===== config.mk =====
export PLATFORM = sky130hd
export DESIGN_NAME = beat_line_assembler_flat
export DESIGN_NICKNAME = d
export VERILOG_FILES = /design/src/rtl/beat_line_assembler_if.sv /design/src/rtl/beat_line_assembler.sv /design/src/flat_wrapper.sv
export SDC_FILE = /design/constraint.sdc
export NUM_CORES = 1
export LEC_CHECK = 0
export CAP_MARGIN = 20
export CELL_PAD_IN_SITES_DETAIL_PLACEMENT = 0
export CELL_PAD_IN_SITES_GLOBAL_PLACEMENT = 1
export CORE_MARGIN = 2
export CORE_UTILIZATION = 34
export CTS_CLUSTER_DIAMETER = 60
export DETAILED_ROUTE_END_ITERATION = 12
export GPL_TIMING_DRIVEN = 0
export PLACE_DENSITY = 0.66
export SLEW_MARGIN = 20
export SYNTH_ARGS = -nofsm -noshare
export SYNTH_HDL_FRONTEND = slang
export SYNTH_SLANG_ARGS = --single-unit

===== constraint.sdc =====
create_clock -name clock -period 7.62 [get_ports clock]
set_clock_uncertainty 0.05 [all_clocks]
set_input_delay 0.762 -clock clock [delete_from_list [all_inputs] [get_ports clock]]
set_output_delay 0.762 -clock clock [all_outputs]
set_load 0.005 [all_outputs]

===== src/rtl/beat_line_assembler_if.sv =====
// beat_line_assembler_if
// Bundles the beat input, the completed-line output handshake and the status
// flags of beat_line_assembler.
//   master : beat producer / line consumer side (drives beats and out_ready)
//   slave  : the assembler (drives lines, busy and sticky error flags)
// Signal names follow the surrounding datapath's io_* naming.
interface beat_line_assembler_if #(
  parameter int unsigned BEATS  = 8,
  parameter int unsigned DATA_W = 64
) ();
  localparam int unsigned OffW  = (BEATS > 1) ? $clog2(BEATS) : 1;
  localparam int unsigned LineW = BEATS * DATA_W;

  logic              io_in_valid;
  logic              io_in_bits_id;
  logic [OffW-1:0]   io_in_bits_offset;
  logic [DATA_W-1:0] io_in_bits_data;
  logic              io_out_valid;
  logic              io_out_ready;
  logic              io_out_bits_id;
  logic [LineW-1:0]  io_out_bits_data;
  logic              io_busy;
  logic              io_err_overflow;
  logic              io_err_dup;

  modport master (
    output io_in_valid, io_in_bits_id, io_in_bits_offset, io_in_bits_data, io_out_ready,
    input  io_out_valid, io_out_bits_id, io_out_bits_data, io_busy, io_err_overflow,
           io_err_dup
  );

  modport slave (
    input  io_in_valid, io_in_bits_id, io_in_bits_offset, io_in_bits_data, io_out_ready,
    output io_out_valid, io_out_bits_id, io_out_bits_data, io_busy, io_err_overflow,
           io_err_dup
  );
endinterface


===== src/rtl/beat_line_assembler.sv =====
// beat_line_assembler
// Reassembles DATA_W-bit beats (id, offset, data) into BEATS*DATA_W-bit lines,
// one assembly slot per id (two ids). Beats are accepted every cycle; there is
// no input ready. Completed lines are offered on a valid/ready port in
// completion order. Protocol violations set sticky error flags.
// Ports:
//   clock  : single rising-edge clock
//   reset  : asynchronous active-low reset
//   bus    : beat_line_assembler_if.slave
//            in  : io_in_valid, io_in_bits_id, io_in_bits_offset, io_in_bits_data,
//                  io_out_ready
//            out : io_out_valid, io_out_bits_id, io_out_bits_data (beat k at
//                  [k*DATA_W +: DATA_W]), io_busy, io_err_overflow, io_err_dup
// All outputs are functions of registered state only.
module beat_line_assembler #(
  parameter int unsigned BEATS  = 8,
  parameter int unsigned DATA_W = 64
) (
  input logic                  clock,
  input logic                  reset,
  beat_line_assembler_if.slave bus
);
  localparam int unsigned IDS = 2;

  localparam logic [1:0] StEmpty   = 2'd0;
  localparam logic [1:0] StFilling = 2'd1;
  localparam logic [1:0] StFull    = 2'd2;

  // Per-slot state
  logic [1:0]        r_state [IDS];
  logic [BEATS-1:0]  r_mask  [IDS];
  logic [DATA_W-1:0] r_data  [IDS][BEATS];
  // Id of the slot that most recently became FULL; when both slots are FULL
  // the other one completed first and is presented.
  logic              r_last;
  logic              r_err_overflow;
  logic              r_err_dup;

  logic [1:0]        w_state_d [IDS];
  logic [BEATS-1:0]  w_mask_d  [IDS];
  logic              w_last_d;
  logic              w_set_overflow;
  logic              w_set_dup;
  logic              w_wr;
  logic [IDS-1:0]    w_full;
  logic              w_out_valid;
  logic              w_sel;
  logic              w_drain;
  logic [BEATS-1:0]  w_bit;
  logic [1:0]        w_cur_state;
  logic [BEATS-1:0]  w_cur_mask;
  logic [BEATS-1:0]  w_new_mask;
  logic              w_busy;

  // Output selection
  always_comb begin
    for (int s = 0; s < IDS; s++) begin
      w_full[s] = (r_state[s] == StFull);
    end
  end

  assign w_out_valid = |w_full;
  assign w_sel       = (&w_full) ? ~r_last : w_full[1];
  assign w_drain     = w_out_valid & bus.io_out_ready;

  // Next-state: drain first, then apply the incoming beat to the post-drain
  // view so a slot drained this cycle accepts the beat as a fresh line.
  always_comb begin
    for (int s = 0; s < IDS; s++) begin
      w_state_d[s] = r_state[s];
      w_mask_d[s]  = r_mask[s];
    end
    w_last_d       = r_last;
    w_set_overflow = 1'b0;
    w_set_dup      = 1'b0;
    w_wr           = 1'b0;
    w_bit          = BEATS'(1) << bus.io_in_bits_offset;

    if (w_drain) begin
      w_state_d[w_sel] = StEmpty;
      w_mask_d[w_sel]  = '0;
    end

    w_cur_state = w_state_d[bus.io_in_bits_id];
    w_cur_mask  = w_mask_d[bus.io_in_bits_id];
    w_new_mask  = w_cur_mask | w_bit;

    if (bus.io_in_valid) begin
      case (w_cur_state)
        // An EMPTY slot always has a zero mask, so it shares the FILLING path.
        StEmpty, StFilling: begin
          if ((w_cur_mask & w_bit) != '0) begin
            w_set_dup = 1'b1;
          end else begin
            w_wr                        = 1'b1;
            w_mask_d[bus.io_in_bits_id] = w_new_mask;
            if (&w_new_mask) begin
              w_state_d[bus.io_in_bits_id] = StFull;
              w_last_d                     = bus.io_in_bits_id;
            end else begin
              w_state_d[bus.io_in_bits_id] = StFilling;
            end
          end
        end
        default: begin
          w_set_overflow = 1'b1;
        end
      endcase
    end
  end

  always_ff @(posedge clock or negedge reset) begin
    if (!reset) begin
      for (int s = 0; s < IDS; s++) begin
        r_state[s] <= StEmpty;
        r_mask[s]  <= '0;
      end
      r_last         <= 1'b0;
      r_err_overflow <= 1'b0;
      r_err_dup      <= 1'b0;
    end else begin
      for (int s = 0; s < IDS; s++) begin
        r_state[s] <= w_state_d[s];
        r_mask[s]  <= w_mask_d[s];
      end
      r_last <= w_last_d;
      if (w_set_overflow) r_err_overflow <= 1'b1;
      if (w_set_dup)      r_err_dup      <= 1'b1;
    end
  end

  // Data store is not reset; outputs are gated by valid so stale contents never
  // leak, and a FULL slot's contents are frozen until it drains.
  always_ff @(posedge clock) begin
    if (w_wr) begin
      r_data[bus.io_in_bits_id][bus.io_in_bits_offset] <= bus.io_in_bits_data;
    end
  end

  always_comb begin
    w_busy = 1'b0;
    for (int s = 0; s < IDS; s++) begin
      w_busy = w_busy | (r_state[s] != StEmpty);
    end
  end

  always_comb begin
    for (int k = 0; k < BEATS; k++) begin
      bus.io_out_bits_data[k*DATA_W +: DATA_W] = w_out_valid ? r_data[w_sel][k] : '0;
    end
  end

  assign bus.io_out_valid    = w_out_valid;
  assign bus.io_out_bits_id  = w_out_valid ? w_sel : 1'b0;
  assign bus.io_busy         = w_busy;
  assign bus.io_err_overflow = r_err_overflow;
  assign bus.io_err_dup      = r_err_dup;

endmodule

===== src/flat_wrapper.sv =====
// flat-port wrapper written by rule: the top's interface ports become plain ports
module beat_line_assembler_flat 
#(
  parameter int unsigned BEATS  = 8,
  parameter int unsigned DATA_W = 64
)
  (clock, reset, bus_io_in_valid, bus_io_in_bits_id, bus_io_in_bits_offset, bus_io_in_bits_data, bus_io_out_ready, bus_io_out_valid, bus_io_out_bits_id, bus_io_out_bits_data, bus_io_busy, bus_io_err_overflow, bus_io_err_dup);
  beat_line_assembler_if #(.BEATS(BEATS), .DATA_W(DATA_W)) bus_i ();
  input logic clock;
  input logic reset;
  input wire logic [$bits(bus_i.io_in_valid)-1:0] bus_io_in_valid;
  input wire logic [$bits(bus_i.io_in_bits_id)-1:0] bus_io_in_bits_id;
  input wire logic [$bits(bus_i.io_in_bits_offset)-1:0] bus_io_in_bits_offset;
  input wire logic [$bits(bus_i.io_in_bits_data)-1:0] bus_io_in_bits_data;
  input wire logic [$bits(bus_i.io_out_ready)-1:0] bus_io_out_ready;
  output wire logic [$bits(bus_i.io_out_valid)-1:0] bus_io_out_valid;
  output wire logic [$bits(bus_i.io_out_bits_id)-1:0] bus_io_out_bits_id;
  output wire logic [$bits(bus_i.io_out_bits_data)-1:0] bus_io_out_bits_data;
  output wire logic [$bits(bus_i.io_busy)-1:0] bus_io_busy;
  output wire logic [$bits(bus_i.io_err_overflow)-1:0] bus_io_err_overflow;
  output wire logic [$bits(bus_i.io_err_dup)-1:0] bus_io_err_dup;
  assign bus_i.io_in_valid = bus_io_in_valid;
  assign bus_i.io_in_bits_id = bus_io_in_bits_id;
  assign bus_i.io_in_bits_offset = bus_io_in_bits_offset;
  assign bus_i.io_in_bits_data = bus_io_in_bits_data;
  assign bus_i.io_out_ready = bus_io_out_ready;
  assign bus_io_out_valid = bus_i.io_out_valid;
  assign bus_io_out_bits_id = bus_i.io_out_bits_id;
  assign bus_io_out_bits_data = bus_i.io_out_bits_data;
  assign bus_io_busy = bus_i.io_busy;
  assign bus_io_err_overflow = bus_i.io_err_overflow;
  assign bus_io_err_dup = bus_i.io_err_dup;
  beat_line_assembler #(.BEATS(BEATS), .DATA_W(DATA_W)) u_core (.clock(clock), .reset(reset), .bus(bus_i));
endmodule

==> key figures <==
Power and ir drop
  • Register share of total power: 0.532
  • P_sw: between 2 and 3 mW
  • LEAKAGE: around 19 nW
  • Power Dens Cells: between 200 and 250 mW/mm2
  • Max VDD drop: slightly below 0.2 mV
  • Sw Share: 0.208
  • Int Pwr: 9.63 mW
  • Combinational share of power: 0.030
  • Clock power share: 0.438

Placement
  • DP Worst Slack: around 3000 ps
  • Placed Area: just under 0.05 mm2
  • RD Place Congestion: just over 0.8
  • Final HPWL DP: slightly above 90000 um
  • Port bufs: slightly below 600

Route
  • Number of routed nets with antenna violations: 0
  • DR DRC count: 0
  • Initial DRT Pass Iterations: 5
  • DRC marker count from the first detailed-route iteration: about 2300
  • DR vias/cell: roughly 5
  • WL final: approximately 130000 um
  • Via count: 26000
  • Wire per inst: between 20 and 30 um

Clock network
  • Clock slew at reported path FFs: 60 ps
  • Hold buffers post-CTS: 1
  • # Post-CTS Setup Buffers: 0
  • TritonCTS Buffers: between 100 and 150
  • Max H-tree Level: 3
  • TritonCTS clock tree: built
  • # clock sinks: around 1000
  • Clk_lat worst skew: about 700 ps
  • Clock buffer depth: 3
  • Post-cts resize count: 0
  • CTS Root Cell: clkbuf_16

Status
  • Outcome: complete, no violations

STA
  • Headroom to the max-slew limit: 0.303
  • Final setup vio count: 0
  • Final worst slack: 2370 ps
  • Period utilization: 0.689
  • FMAX: roughly 0.19 GHz
  • Worst-margin pin slew: about 1000 ps
  • Unrepaired setup endpoints after global routing: false
  • Final Hold Vio Count: 0
  • Tmin final: between 5000 and 6000 ps
  • Pins Over Slew Limit: 0

Logic synthesis
  • Synth unique cells: 40
  • Syn Std Cell Area: between 0.03 and 0.04 mm2
  • Mapped Cells: 2881
  • Flop and latch count out of synthesis: approximately 1000
  • Largest family of logic cells by synthesized area: simple AND/OR/NAND/NOR gates
  • Post-synthesis mux area share: 0.00246
  • Post-synthesis simple-gate area fraction: 0.172
  • Synth area leaders: edfxtp_1, nand2_1, nand3_1, dfrtp_1, clkbuf_1
  • Ys Warns: 0
  • Compound-Gate Fraction of Synth Area: 0.00837
  • Post-synthesis xor/xnor area fraction: 0
  • Yosys top cell area share: 0.785
  • Seq/Total Area, Yosys: 0.800
  • Adder-cell share of the synthesized area: 0
  • Synthesized Nets: 2953
  • Synth area leader: edfxtp_1
  • Syn Area/Cell: ~14 um2

Global routing
  • Total track usage: 0.220
  • First-pass GRT wire length: between 150000 and 200000 um
  • GR peak layer: met2
  • Met1 GRT Util: 0.290
  • Largest net degree at the start of global routing: 24
  • Total grt overflow: 0
  • Vias in the first global route: 25000
  • M2 GR Usage: 0.358
  • Met3 Use GR: 0.0589
  • Initial antenna violation count: 7

Final layout
  • Area delta synth->final: 32.3%
  • Design Area, Final: 0.0518 mm2
  • Leading cell type in the layout, fill and taps excluded: nand2_1
  • Most frequent cells in the layout: nand2_1, edfxtp_1, clkdlybuf4s50_1, nand3_1, clkbuf_1
  • Nets: roughly 3700
  • Fillers: roughly 10000
  • Layout cell share with drive strength beyond 1: 0.0668

Setup path
  • Critical path fanouts, max: 10
  • Critical Path Most Common Cell: nand2_1
  • Crit-path max cell delay: around 630 ps
  • Critical path class: flop to primary output
  • R2R depth: 8
  • Slowest CP cell: clkbuf_2
  • CP startpoint kind: flop
  • CP Data Arrival Time: roughly 4400 ps
  • Critical Path End Type: primary output
  • Ordered cell list for the critical path: nor2b_1 > nand2_1 > inv_2 > clkbuf_2 > clkbuf_1 > nand2_1 > nand2_1 > clkdlybuf4s50_1
  • WP data required: 6810 ps

Floorplanning
  • Starting Density: 0.342
  • Core Region: 0.114 mm2
  • IO Pins: between 500 and 600
  • Site Rows: roughly 120
  • Die Span Y: roughly 340 um
  • Die width: 343 um
  • Die area: 0.118 mm2

Worst hold path
  • WHS Path Cells: 1
  • Worst Hold Class: flop to flop

Job
  • Max-cap violations: 0
-- sequential cells by signal (all words and copies together) (netlist names) --
| name | count |
|---|---|
| u_core.bus.io_err_overflow | 1 |
| u_core.r_state | 4 |
| u_core.bus.io_err_dup | 1 |
| u_core.r_last | 1 |
| u_core.r_mask | 16 |
| u_core.r_data | 1024 |
-- cell type report --
cell class | instances | area [um2] | area share
inverters | 5 | 18.8 | 0.000362
well taps | 1512 | 1890 | 0.0365
repair buffers | 639 | 7030 | 0.136
clock inverters | 60 | 517 | 0.00997
clock buffers | 147 | 3060 | 0.0591
plain buffers | 179 | 697 | 0.0134
flip-flops and latches | 1047 | 31300 | 0.604
diodes | 7 | 17.5 | 0.000338
multi-input cells | 1650 | 7260 | 0.140
-- cells in the mapped netlist --
library cell / instances
nand2_1: 1039
edfxtp_1: 1024
nand3_1: 516
clkbuf_1: 139
buf_1: 37
dfrtp_1: 23
nor2_1: 17
a21o_1: 11
o21ai_1: 9
o21ai_0: 7
o221ai_1: 6
inv_1: 4
mux2i_1: 4
nand2b_1: 4
nand3b_1: 4
nand4_1: 4
a311o_1: 3
nor2b_1: 3
and3_1: 2
buf_2: 2
mux2_2: 2
o211a_1: 2
or2_1: 2
a21oi_1: 1
a2bb2oi_1: 1
a31o_1: 1
a31o_2: 1
a31oi_1: 1
a32oi_1: 1
and3b_1: 1
buf_4: 1
inv_2: 1
mux2_1: 1
mux4_2: 1
nor3b_1: 1
nor3b_2: 1
nor4bb_1: 1
o31ai_1: 1
o41ai_1: 1
or4_1: 1
-- per-layer routing --
metal / vias to the layer above / share of wire
met5: - / 0
met4: 0 / 0.025
met3: 164 / 0.085
met2: 964 / 0.48
met1: 13000 / 0.41
li1: 11800 / -
-- final timing paths --
check	startpoint	end	slack, ps
min	u_core.bus.io_err_overflow	u_core.bus.io_err_overflow	400
max	u_core.r_state[1]	bus_io_out_bits_data[32]	2370
max in group asynchronous	reset	u_core.r_mask[15]	6570
max reg2reg	u_core.r_state[2]	u_core.r_data[0][222]	3910
min in group asynchronous	reset	u_core.r_mask[6]	560
min reg2reg	u_core.bus.io_err_overflow	u_core.bus.io_err_overflow	400
-- critical path, delay by kind of cell (launching register included) --
family	cells	cell delay [ps]
flops	1	430
buf+inv	4	2090
simple gates	4	1210
-- kinds of logic (layout without fill, tap and decap cells) --
kind of cell,after synthesis,in the layout
compound gates,46,46
buf+inv,184,1030
flops,1047,1047
mux,8,8
other cells,0,7
simple gates,1596,1596
-- through the flow --
step / hold WS [ps] / util / total power, mW / std cells / setup TNS (ps)
5_1_grt: 424 / 0.453 / 12.5 / 5239 / 0
4_1_cts: 407 / 0.453 / 12.3 / 5239 / 0
3_5_place_dp: 394 / 0.422 / 6.95 / 5031 / 0
6_report: 403 / 0.453 / 12.2 / 5246 / 0
3_3_place_gp: 389 / 0.410 / 6.93 / 4979 / -1152710
2_1_floorplan: 401 / - / 6.69 / 2881 / 0
-- power by group through the flow --
stage	clock network, mW	registers [mW]	logic [mW]
finish	5.33	6.46	0.361
global route	5.64	6.47	0.385
CTS	5.43	6.46	0.365
detailed placement	0	6.58	0.364
global placement	0	6.60	0.333
floorplan	0	6.58	0.108
Note: power is estimated with default switching activity, not from simulation.
